**src/rtl/csa_accum_sched.sv**
```systemverilog
// Multi-operand accumulator: 3:2 carry-save compression per operand, then a chunked ripple resolve.
// Optional cycle counter port run_cycles when CSA_ACCUM_PERF_EN is defined.
module csa_accum_sched #(
   parameter int unsigned N     = 32,
   parameter int unsigned CNT_W = 4,
   parameter int unsigned CHUNK = 4
) (
   input  logic               clk,
   input  logic               rst_n,
   input  logic               start,
   input  logic [CNT_W-1:0]   num_ops,
   output logic               busy,
   input  logic               op_valid,
   input  logic [N-1:0]       op_data,
   output logic               op_ready,
   output logic               res_valid,
   output logic [N+CNT_W-1:0] res_data,
`ifdef CSA_ACCUM_PERF_EN
   output logic [15:0]        run_cycles,
`endif
   input  logic               res_ready
);

   localparam int unsigned ACC_W = N + CNT_W;
   localparam int unsigned R     = ACC_W / CHUNK;
   localparam int unsigned IDX_W = (R > 1) ? $clog2(R) : 1;

   if ((ACC_W % CHUNK) != 0) begin : g_bad_chunk
      $error("csa_accum_sched: N+CNT_W must be a multiple of CHUNK");
   end

   typedef enum logic [1:0] {st_idle, st_accum, st_resolve, st_done} state_t;

   state_t             state;
   logic [ACC_W-1:0]   s_q, c_q, res_q;
   logic [CNT_W-1:0]   cnt_q;
   logic [IDX_W-1:0]   idx_q;
   logic               carry_q;

   logic [ACC_W-1:0]   x, maj;
   logic [CHUNK-1:0]   s_chunk, c_chunk;
   logic [CHUNK:0]     chunk_sum;

   assign x         = {{CNT_W{1'b0}}, op_data};
   assign maj       = (s_q & c_q) | (s_q & x) | (c_q & x);
   assign s_chunk   = s_q[int'(idx_q)*CHUNK +: CHUNK];
   assign c_chunk   = c_q[int'(idx_q)*CHUNK +: CHUNK];
   assign chunk_sum = {1'b0, s_chunk} + {1'b0, c_chunk} + {{CHUNK{1'b0}}, carry_q};

   assign busy      = (state != st_idle);
   assign op_ready  = (state == st_accum);
   assign res_valid = (state == st_done);
   assign res_data  = res_q;

   always_ff @(posedge clk or negedge rst_n) begin
      if (!rst_n) begin
         state   <= st_idle;
         s_q     <= '0;
         c_q     <= '0;
         res_q   <= '0;
         cnt_q   <= '0;
         idx_q   <= '0;
         carry_q <= 1'b0;
      end else begin
         unique case (state)
            st_idle: begin
               if (start) begin
                  if (num_ops != '0) begin
                     state <= st_accum;
                     s_q   <= '0;
                     c_q   <= '0;
                     cnt_q <= num_ops;
                  end else begin
                     state <= st_done;
                     res_q <= '0;
                  end
               end
            end
            st_accum: begin
               if (op_valid) begin
                  s_q   <= s_q ^ c_q ^ x;
                  c_q   <= maj << 1;
                  cnt_q <= cnt_q - 1'b1;
                  if (cnt_q == CNT_W'(1)) begin
                     state   <= st_resolve;
                     idx_q   <= '0;
                     carry_q <= 1'b0;
                  end
               end
            end
            st_resolve: begin
               res_q[int'(idx_q)*CHUNK +: CHUNK] <= chunk_sum[CHUNK-1:0];
               carry_q <= chunk_sum[CHUNK];
               idx_q   <= idx_q + 1'b1;
               // final carry-out cannot be set: ACC_W has headroom for 2^CNT_W-1 operands
               if (idx_q == IDX_W'(R - 1)) state <= st_done;
            end
            st_done: begin
               if (res_ready) state <= st_idle;
            end
            default: state <= st_idle;
         endcase
      end
   end

`ifdef CSA_ACCUM_PERF_EN
   // Loaded with 1 on start so the count includes the cycle being entered; frozen in DONE/IDLE.
   always_ff @(posedge clk or negedge rst_n) begin
      if (!rst_n) begin
         run_cycles <= '0;
      end else if (state == st_idle) begin
         if (start) run_cycles <= 16'd1;
      end else if (state != st_done && run_cycles != 16'hFFFF) begin
         run_cycles <= run_cycles + 16'd1;
      end
   end
`endif

endmodule

```
**config.mk**
```make
export PLATFORM = sky130hd
export DESIGN_NAME = csa_accum_sched
export DESIGN_NICKNAME = d
export VERILOG_FILES = /design/src/rtl/csa_accum_sched.sv
export SDC_FILE = /design/constraint.sdc
export NUM_CORES = 1
export LEC_CHECK = 0
export CELL_PAD_IN_SITES_DETAIL_PLACEMENT = 1
export CELL_PAD_IN_SITES_GLOBAL_PLACEMENT = 1
export CORE_AREA = 2 2 111 124
export CTS_BUF_LIST = sky130_fd_sc_hd__clkbuf_4 sky130_fd_sc_hd__clkbuf_8
export DETAILED_ROUTE_END_ITERATION = 10
export DIE_AREA = 0 0 113 126
export MAX_ROUTING_LAYER = met4
export PLACE_DENSITY_LB_ADDON = 0.1
export SLEW_MARGIN = 40
export SYNTH_ARGS = -nofsm -noshare
export SYNTH_HDL_FRONTEND = slang
export SYNTH_SLANG_ARGS = --single-unit
export TNS_END_PERCENT = 30
```
**constraint.sdc**
```tcl
create_clock -name clk -period 9.9 [get_ports clk]
set_input_delay 1.98 -clock clk [delete_from_list [all_inputs] [get_ports clk]]
set_output_delay 1.98 -clock clk [all_outputs]
set_load 0.03 [all_outputs]
```
### Word-level counts from Yosys, hierarchy flattened

Index checks and enable logic that the tools add are counted.

| storage, ports and cells | value |
|---|---|
| logic and storage cells | 72 |
| bits in latches | 0 |
| memory bits (read-only) | 0 |
| bits in registers | 119 |
| memories kept | 0 |
| RAM bits | 0 |
| output and inout bits | 39 |
| bits of input ports | 41 |

| operators by class | value |
|---|---|
| divide/modulo/power cells | 0 |
| $mul | 0 |
| mux-type cells | 27 |
| equality and inequality tests | 12 |
| shift-type cells | 4 |
| bitwise operators | 7 |
| $add $sub $neg | 5 |
| order comparisons | 0 |
| reductions and logical operators | 10 |

Operator list:

| kind | number |
|---|---|
| $mux W36 | 6 |
| $pmux W36 S2 | 3 |
| $shiftx A36 B7 Y4 | 2 |
| $and A35 B32 Y35 | 2 |
| $or A35 B35 Y35 | 2 |
| $bwmux W36 | 1 |
| $shift A4 B34 Y36 const A | 1 |
| $shiftx A4 B34 Y36 | 1 |
| $xor A36 B32 Y36 | 1 |
| $xor A36 B36 Y36 | 1 |
| $and A35 B35 Y35 | 1 |
| $neg A6 Y34 | 1 |
| $mux W4 | 5 |
| $pmux W4 S2 | 2 |
| $mux W2 | 6 |
| $ne A2 B2 Y1 const B | 5 |
| $pmux W2 S4 | 1 |
| $reduce_bool A2 Y1 | 4 |
| $reduce_and A3 Y1 | 2 |
| $add A4 B4 Y5 | 1 |
| $add A5 B1 Y5 | 1 |
| $reduce_and A5 Y1 | 1 |
| $add A4 B1 Y4 const B | 1 |
| $eq A2 B2 Y1 const B | 2 |
| other kinds (10) | 12 |

### Depth between registers and ports, before layout

Gate-level depths: netlist of run 1.

| depth | value |
|---|---|
| word-level depth | 6 |
| mapped depth | 14 |
| mapped depth without buffers | 12 |

### Least setup slack after synthesis of run 1

No wires, ideal clock.

| timing | value |
|---|---|
| kind | input to register |
| start | in num_ops[2] |
| end | reg res_q[1], in the netlist res_data[1] |
| arrival time | 3.305 ns |
| path buffers | 1 |
| data required time | 9.774 ns |
| setup time | 0.126 ns |
| stages on the path | 5 |
| path slack | 6.469 ns |
| path through | or4_4 o21ai_2 nand2_2 buf_6 a221o_1 |

| on the way | value |
|---|---|
| word-level cells in the longest chain between the ends | 3 |

RTL lines:

| element | line | source |
|---|---|---|
| from (decl) | 11 | `input logic [CNT_W-1:0] num_ops,` |
| $reduce_bool A4 Y1 | 68 | `if (num_ops != '0) begin` |
| $ne A2 B2 Y1 (no source line) | n/a |  |
| $reduce_and A3 Y1 (no source line) | n/a |  |
| to (signal, indexed assignment) | 92 | `res_q[int'(idx_q)*CHUNK +: CHUNK] <= chunk_sum[CHUNK-1:0];` |
| to (decl) | 35 | `logic [ACC_W-1:0] s_q, c_q, res_q;` |

No other way between the ends.
A chain may end at the register's enable or synchronous reset.

### Final worst setup path of run 1

| timing | value |
|---|---|
| start | reg state[0] |
| end | out busy |

| on the way | value |
|---|---|
| word-level cells in the longest chain between the ends | 1 |

RTL lines:

| element | line | source |
|---|---|---|
| from (decl) | 34 | `state_t state;` |
| from (signal assigned) | 57 | `state <= st_idle;` |
| from (signal assigned) | 69 | `state <= st_accum;` |
| from (signal assigned) | 74 | `state <= st_done;` |
| $reduce_bool A2 Y1 | 50 | `assign busy = (state != st_idle);` |
| to (decl) | 12 | `output logic busy,` |

No other way between the ends.

==> results.sh, run 1 <==
export IMPL_cts_tree="done"
export IMPL_endpoint="busy"
export IMPL_drv_slew=0
export IMPL_grt_antenna_before_repair=0
export IMPL_fin_tns_setup_ns=0
export IMPL_cpPeakStageDelay_ns=0.73
export IMPL_cap_violations=0
export IMPL_ys_seq_area_share_pct=46.12
export IMPL_cp_common_cell="inv_1"
export IMPL_cts_htree_levels=4
export IMPL_initial_core_util_pct=49.28
export IMPL_critPathLaunch="state[0]"
export IMPL_post_cts_resize_count=0
export IMPL_ir_drop_uv=151.7
export IMPL_async_reset_ff_share_pct=100.0
export IMPL_io_pins=80
export IMPL_drive_above_1_share_pct=11.31
export IMPL_cts_setup_buffers=0
export IMPL_num_rows=44
export IMPL_fp_coreArea_um2=12990
export IMPL_worstPathArrival_ns=2.23
export IMPL_die_area_um2=14240
export IMPL_globalplace_congestion=0.8066
export IMPL_violations="DRC"
export IMPL_area_delta_synth_final_pct=20.29
export IMPL_drtIter0Drc=369
export IMPL_num_vias=4645
export IMPL_hold_path_cell_count=1
export IMPL_routedWlPerCell_um=20.69
export IMPL_wirelength_um=15960
export IMPL_final_period_utilization_pct=42.53
export IMPL_ys_seq_elements=118
export IMPL_worst_hold_path_type="reg -> reg"
export IMPL_antennaDiodeCount=0
export IMPL_crit_required_ns=7.92
export IMPL_dr_pass1_iters=7
export IMPL_grt_max_degree=82
export IMPL_power_mw=2.282
export IMPL_rrSetupSlack_ns=6.30
export IMPL_clkTransAtPathRegs_ns=0.07
export IMPL_critical_path_class="reg -> out"
export IMPL_gr_usage_all_layers_pct=25.45
export IMPL_drc_errors=3
export IMPL_synth_warnings=0
export IMPL_syn_inst=528
export IMPL_r2r_cells=12
export IMPL_synth_edff_count=0
export IMPL_io_buffer_count=79
export IMPL_cp_max_fo=6
export IMPL_hold_buffers=0
export IMPL_syn_area_per_cell_um2=12.13
export IMPL_synth_nets=620
export IMPL_outcome="complete, but fails checks"
export IMPL_worstMarginPinSlew_ns=0.8062
export IMPL_rr_startpoint="idx_q[0]"
export IMPL_synth_area_um2=6402
export IMPL_clk_latency_ns=0.45
export IMPL_grt_setup_unrepaired="no"
export IMPL_grt_pass1_wl_um=27480
export IMPL_grt_pass1_vias=5180
export IMPL_cp_end_kind="output port"
export IMPL_min_period_ns=4.211
export IMPL_antenna_left=0
export IMPL_cp_cell_sequence="inv_1, ha_1, inv_1, clkdlybuf4s50_1"
export IMPL_clockBufferDepth=2
export IMPL_dieWidth_um=113
export IMPL_cp_slowest_cell="clkdlybuf4s50_1"
export IMPL_startpoint_type="register"
export IMPL_cts_root_buffer="clkbuf_8"
export IMPL_place_hpwl_um=11190
export IMPL_cts_sinks=118
export IMPL_overflow=0
export IMPL_skew_ns=0.01187
export IMPL_leakage_nw=3.371
export IMPL_powerDensity_nw_per_um2=296.4
export IMPL_nFillCells=1339
export IMPL_setup_viol=0
export IMPL_timing_final_hold_violations=0
export IMPL_r2r_end="res_data[10]"
export IMPL_avgViaCountPerCell=6.025
export IMPL_relSlewSlack_pct=45.87
export IMPL_timing_fmax_mhz=237.5
export IMPL_fin_nets=690
export IMPL_synth_flop_cell="dfrtp_1"
export IMPL_cts_made_buffers=17
export IMPL_dieHeight_um=126
export IMPL_synth_distinct_cells=56
==> stage by stage <==
stage | hold WS (ns) | area, um2 | worst slack, ns | instances | util, %
floorplan | 0.4632 | 6402 | 6.469 | 528 | -
global placement | 0.4847 | 7298 | 5.405 | 740 | 56.17
detailed placement | 0.4943 | 7298 | 5.273 | 740 | 56.17
CTS | 0.5100 | 7694 | 5.670 | 771 | 59.22
global route | 0.5389 | 7701 | 5.554 | 771 | 59.27
finish | 0.5066 | 7701 | 5.689 | 771 | 59.27
==> report_power, final <==
part,switching [mW],total (mW),internal [mW]
clock,0.193,0.449,0.256
sequential,0.170,0.813,0.643
combinational,0.596,1.02,0.424
==> layer usage <==
layer  vias to the layer above  track usage, %  routed length (um)
met4                         0           8.967                 346
met1                      2418           31.11                6623
met2                        93           43.01                8565
met3                        30           4.139                 420
li1                       2104               -                   -
met5                         -               -                   0
==> placed cells by master, fill, tap and decap left out, types with 7 or more instances in the layout <==
cell type,netlist,final
nand3_1,33,33
o21ai_0,18,18
a22o_1,86,86
nand2_1,38,38
clkbuf_8,0,18
dfrtp_1,118,118
nor2_1,13,13
clkinv_2,0,7
clkdlybuf4s50_1,0,78
inv_1,20,20
a21oi_1,13,12
fa_1,33,33
mux4_2,15,15
o211ai_1,9,9
mux2i_1,9,9
ha_1,18,18
==> area by class of cell <==
type	instances	area (um2)	share of cell area (%)
Multi-Input combinational cell	356	3236	42.01
Inverter	20	75.07	0.9748
Clock inverter	11	132.6	1.722
Timing Repair Buffer	85	840.8	10.92
Clock buffer	20	262.8	3.412
Tap cell	161	201.4	2.616
Sequential cell	118	2953	38.34
==> flip-flops by register name, indices dropped and copies added (netlist names) <==
name,count
cnt_q,4
res_data,36
s_q,36
carry_q,1
c_q,35
state,2
idx_q,4
==> worst min path at each step <==
| stage | start | end |
|---|---|---|
| after global routing | res_data[23] | res_data[23] |
| after detailed placement | res_data[28] | res_data[28] |
| after floorplan | cnt_q[1] | cnt_q[1] |
| after global placement | res_data[0] | res_data[0] |
| final | res_data[28] | res_data[28] |
| after CTS | res_data[28] | res_data[28] |
==> synthesized netlist by cell type (3+ instances only) <==
master,instances,area [um2]
a21oi_1,13,65.06
o21ai_0,18,90.09
o21a_1,4,30.03
mux4_2,15,337.8
nand2b_1,3,18.77
nand3_1,33,165.2
fa_1,33,660.6
o211ai_1,9,67.56
buf_1,4,15.01
mux2i_1,9,90.09
nand2_1,38,142.6
o311ai_2,3,48.80
ha_1,18,225.2
buf_2,6,30.03
or3_1,5,31.28
and2_1,4,25.02
o22ai_1,3,18.77
nor3_1,5,25.02
a21o_1,5,37.54
nor2_1,13,48.80
a22o_1,86,753.2
inv_1,20,75.07
dfrtp_1,118,2953
clkbuf_1,21,78.83
==> worst max-delay path, delay by kind of cell, from the launching register on <==
family     cells  cell delay (ns)
fa+ha+maj      1             0.33
buf+inv        3             1.08
flops          1             0.38
==> cells by family (layout without fill, tap and decap cells) <==
| family | after synthesis | in the layout | synth area share [%] |
|---|---|---|---|
| buf+inv | 54 | 136 | 3.537 |
| simple gates | 119 | 119 | 9.439 |
| compound gates | 158 | 158 | 19.80 |
| fa+ha+maj | 51 | 51 | 13.84 |
| flops | 118 | 118 | 46.12 |
| xor+xnor | 3 | 3 | 0.4105 |
| mux | 25 | 25 | 6.859 |
No activity file was read; power rests on OpenSTA's default activity.
==> inputs of run 2 (changes only) <==
--- a/config.mk
+++ b/config.mk
@@ -7,10 +7,10 @@
 export LEC_CHECK = 0
 export CELL_PAD_IN_SITES_DETAIL_PLACEMENT = 1
 export CELL_PAD_IN_SITES_GLOBAL_PLACEMENT = 1
-export CORE_AREA = 2 2 111 124
+export CORE_AREA = 2 2 121 135
 export CTS_BUF_LIST = sky130_fd_sc_hd__clkbuf_4 sky130_fd_sc_hd__clkbuf_8
 export DETAILED_ROUTE_END_ITERATION = 10
-export DIE_AREA = 0 0 113 126
+export DIE_AREA = 0 0 123 137
 export MAX_ROUTING_LAYER = met4
 export PLACE_DENSITY_LB_ADDON = 0.1
 export SLEW_MARGIN = 40
==> constraint.sdc (replaced) <==
create_clock -name clk -period 3.67 [get_ports clk]
set_input_delay 0.734 -clock clk [delete_from_list [all_inputs] [get_ports clk]]
set_output_delay 0.734 -clock clk [all_outputs]
set_load 0.03 [all_outputs]
==> run 2 against run 1 <==
Net effect: register-to-register slack worse by 5.9 ns; the run now ends clean; hold slack lost 0.21 ns; global-route usage decreased by 2.9 points; flip-flop and latch count unchanged; highest routed layer unchanged.
==> results.sh, run 2 (synthesis results as in run 1) <==
export IMPL_critPathTopFamily="adder cells"
export IMPL_worstPathArrival_ns=3.65
export IMPL_r2r_cells=9
export IMPL_cts_setup_buffers=0
export IMPL_skew_ns=0.008695
export IMPL_pre_cts_slack_ns=0.3638
export IMPL_crit_cells=9
export IMPL_cp_end_kind="register"
export IMPL_gr_usage_all_layers_pct=22.58
export IMPL_layout_common_cells="dfrtp_1 (118), a22o_1 (86), clkdlybuf4s50_1 (78)"
export IMPL_startpoint_type="register"
export IMPL_num_vias=4681
export IMPL_leakage_nw=3.418
export IMPL_place_hpwl_um=12100
export IMPL_grt_setup_unrepaired="no"
export IMPL_clockBufferDepth=2
export IMPL_hold_buffers=0
export IMPL_clkTransAtPathRegs_ns=0.07
export IMPL_dieWidth_um=123
export IMPL_powerDensity_nw_per_um2=792.7
export IMPL_grt_pass1_wl_um=27930
export IMPL_antennaDiodeCount=0
export IMPL_cts_made_buffers=17
export IMPL_drv_slew=0
export IMPL_cts_tree="done"
export IMPL_setup_viol=0
export IMPL_die_area_um2=16850
export IMPL_relSlewSlack_pct=47.54
export IMPL_initial_core_util_pct=41.32
export IMPL_drive_above_1_share_pct=12.60
export IMPL_grt_max_degree=81
export IMPL_cts_sinks=118
export IMPL_wirelength_um=16690
export IMPL_endpoint="res_data[17]"
export IMPL_timing_final_hold_violations=0
export IMPL_outcome="finished, final reports clean"
export IMPL_fin_tns_setup_ns=0
export IMPL_timing_fmax_mhz=303.2
export IMPL_critical_path_class="reg -> reg"
export IMPL_rr_startpoint="idx_q[0]"
export IMPL_clk_latency_ns=0.45
export IMPL_globalplace_congestion=0.7935
export IMPL_area_delta_synth_final_pct=22.36
export IMPL_final_period_utilization_pct=89.86
export IMPL_cap_violations=0
export IMPL_ir_drop_uv=309.5
export IMPL_crit_required_ns=4.02
export IMPL_avgViaCountPerCell=5.716
export IMPL_cp_slowest_cell="dfrtp_1"
export IMPL_grt_pass1_vias=5121
export IMPL_antenna_left=0
export IMPL_mostFrequentLayoutCell="dfrtp_1"
export IMPL_fin_nets=699
export IMPL_stdcell_count=819
export IMPL_cpPeakStageDelay_ns=0.81
export IMPL_rrSetupSlack_ns=0.37
export IMPL_cp_max_fo=14
export IMPL_drtIter0Drc=218
export IMPL_min_period_ns=3.298
export IMPL_r2r_end="res_data[17]"
export IMPL_cp_cell_sequence="mux4_2, a21oi_1, o21ai_0, fa_1, inv_1, fa_1, nor2_1, nand2_1, o211ai_1"
export IMPL_critPathLaunch="idx_q[0]"
export IMPL_dp_cells=787
export IMPL_post_cts_resize_count=0
export IMPL_fp_coreArea_um2=15490
export IMPL_fin_ws_ns=0.3721
export IMPL_routedWlPerCell_um=20.37
export IMPL_io_pins=80
export IMPL_whs_ns=0.2987
export IMPL_dr_pass1_iters=4
export IMPL_cts_root_buffer="clkbuf_8"
export IMPL_io_buffer_count=79
export IMPL_num_rows=48
export IMPL_worst_path_buf_inv=1
export IMPL_overflow=0
export IMPL_worst_hold_path_type="in -> async"
export IMPL_cts_htree_levels=4
export IMPL_cp_common_cell="fa_1"
export IMPL_drc_errors=0
export IMPL_grt_antenna_before_repair=0
export IMPL_dieHeight_um=137
export IMPL_worstMarginPinSlew_ns=0.7834
-- run 2: routing by layer --
metal / vias to the layer above / part of all wire, % / track usage (%)
met3: 31 / 2.5 / 3.708
met2: 87 / 50 / 36.37
met5: - / 0 / -
li1: 2125 / - / -
met1: 2438 / 44 / 28.49
met4: 0 / 2.7 / 9.217
-- run 2: metrics by stage --
step / instance area (um2) / utilization [%] / total power [mW]
floorplan: 6402 / - / 4.016
global placement: 7432 / 47.97 / 4.946
detailed placement: 7432 / 47.97 / 5.070
CTS: 7829 / 50.52 / 6.297
global route: 7834 / 50.56 / 6.697
finish: 7834 / 50.56 / 6.210
-- run 2: power breakdown --
part           internal (mW)  switching [mW]  leakage [nW]
Sequential              1.73           0.496          1.59
Clock                  0.672           0.525         0.204
Combinational           1.20            1.59          1.62
-- run 2: how the worst min path moves through the flow --
| stage | cells past startpoint | start | to | slack [ns] |
|---|---|---|---|---|
| after floorplan | 0 | rst_n | c_q[10] | 0.44 |
| after global placement | 2 | res_data[0] | res_data[0] | 0.49 |
| after detailed placement | 1 | res_data[7] | res_data[7] | 0.50 |
| after CTS | 1 | rst_n | state[0] | 0.32 |
| after global routing | 1 | rst_n | state[0] | 0.34 |
| final | 1 | rst_n | state[0] | 0.30 |
-- run 2: layout make-up --
class | count | area, um2
Timing Repair Buffer | 94 | 923.4
Sequential cell | 118 | 2953
Tap cell | 200 | 250.2
Clock buffer | 22 | 296.5
Clock inverter | 9 | 100.1
Inverter | 20 | 75.07
Fill cell | 1630 | 7661
Multi-Input combinational cell | 356 | 3236
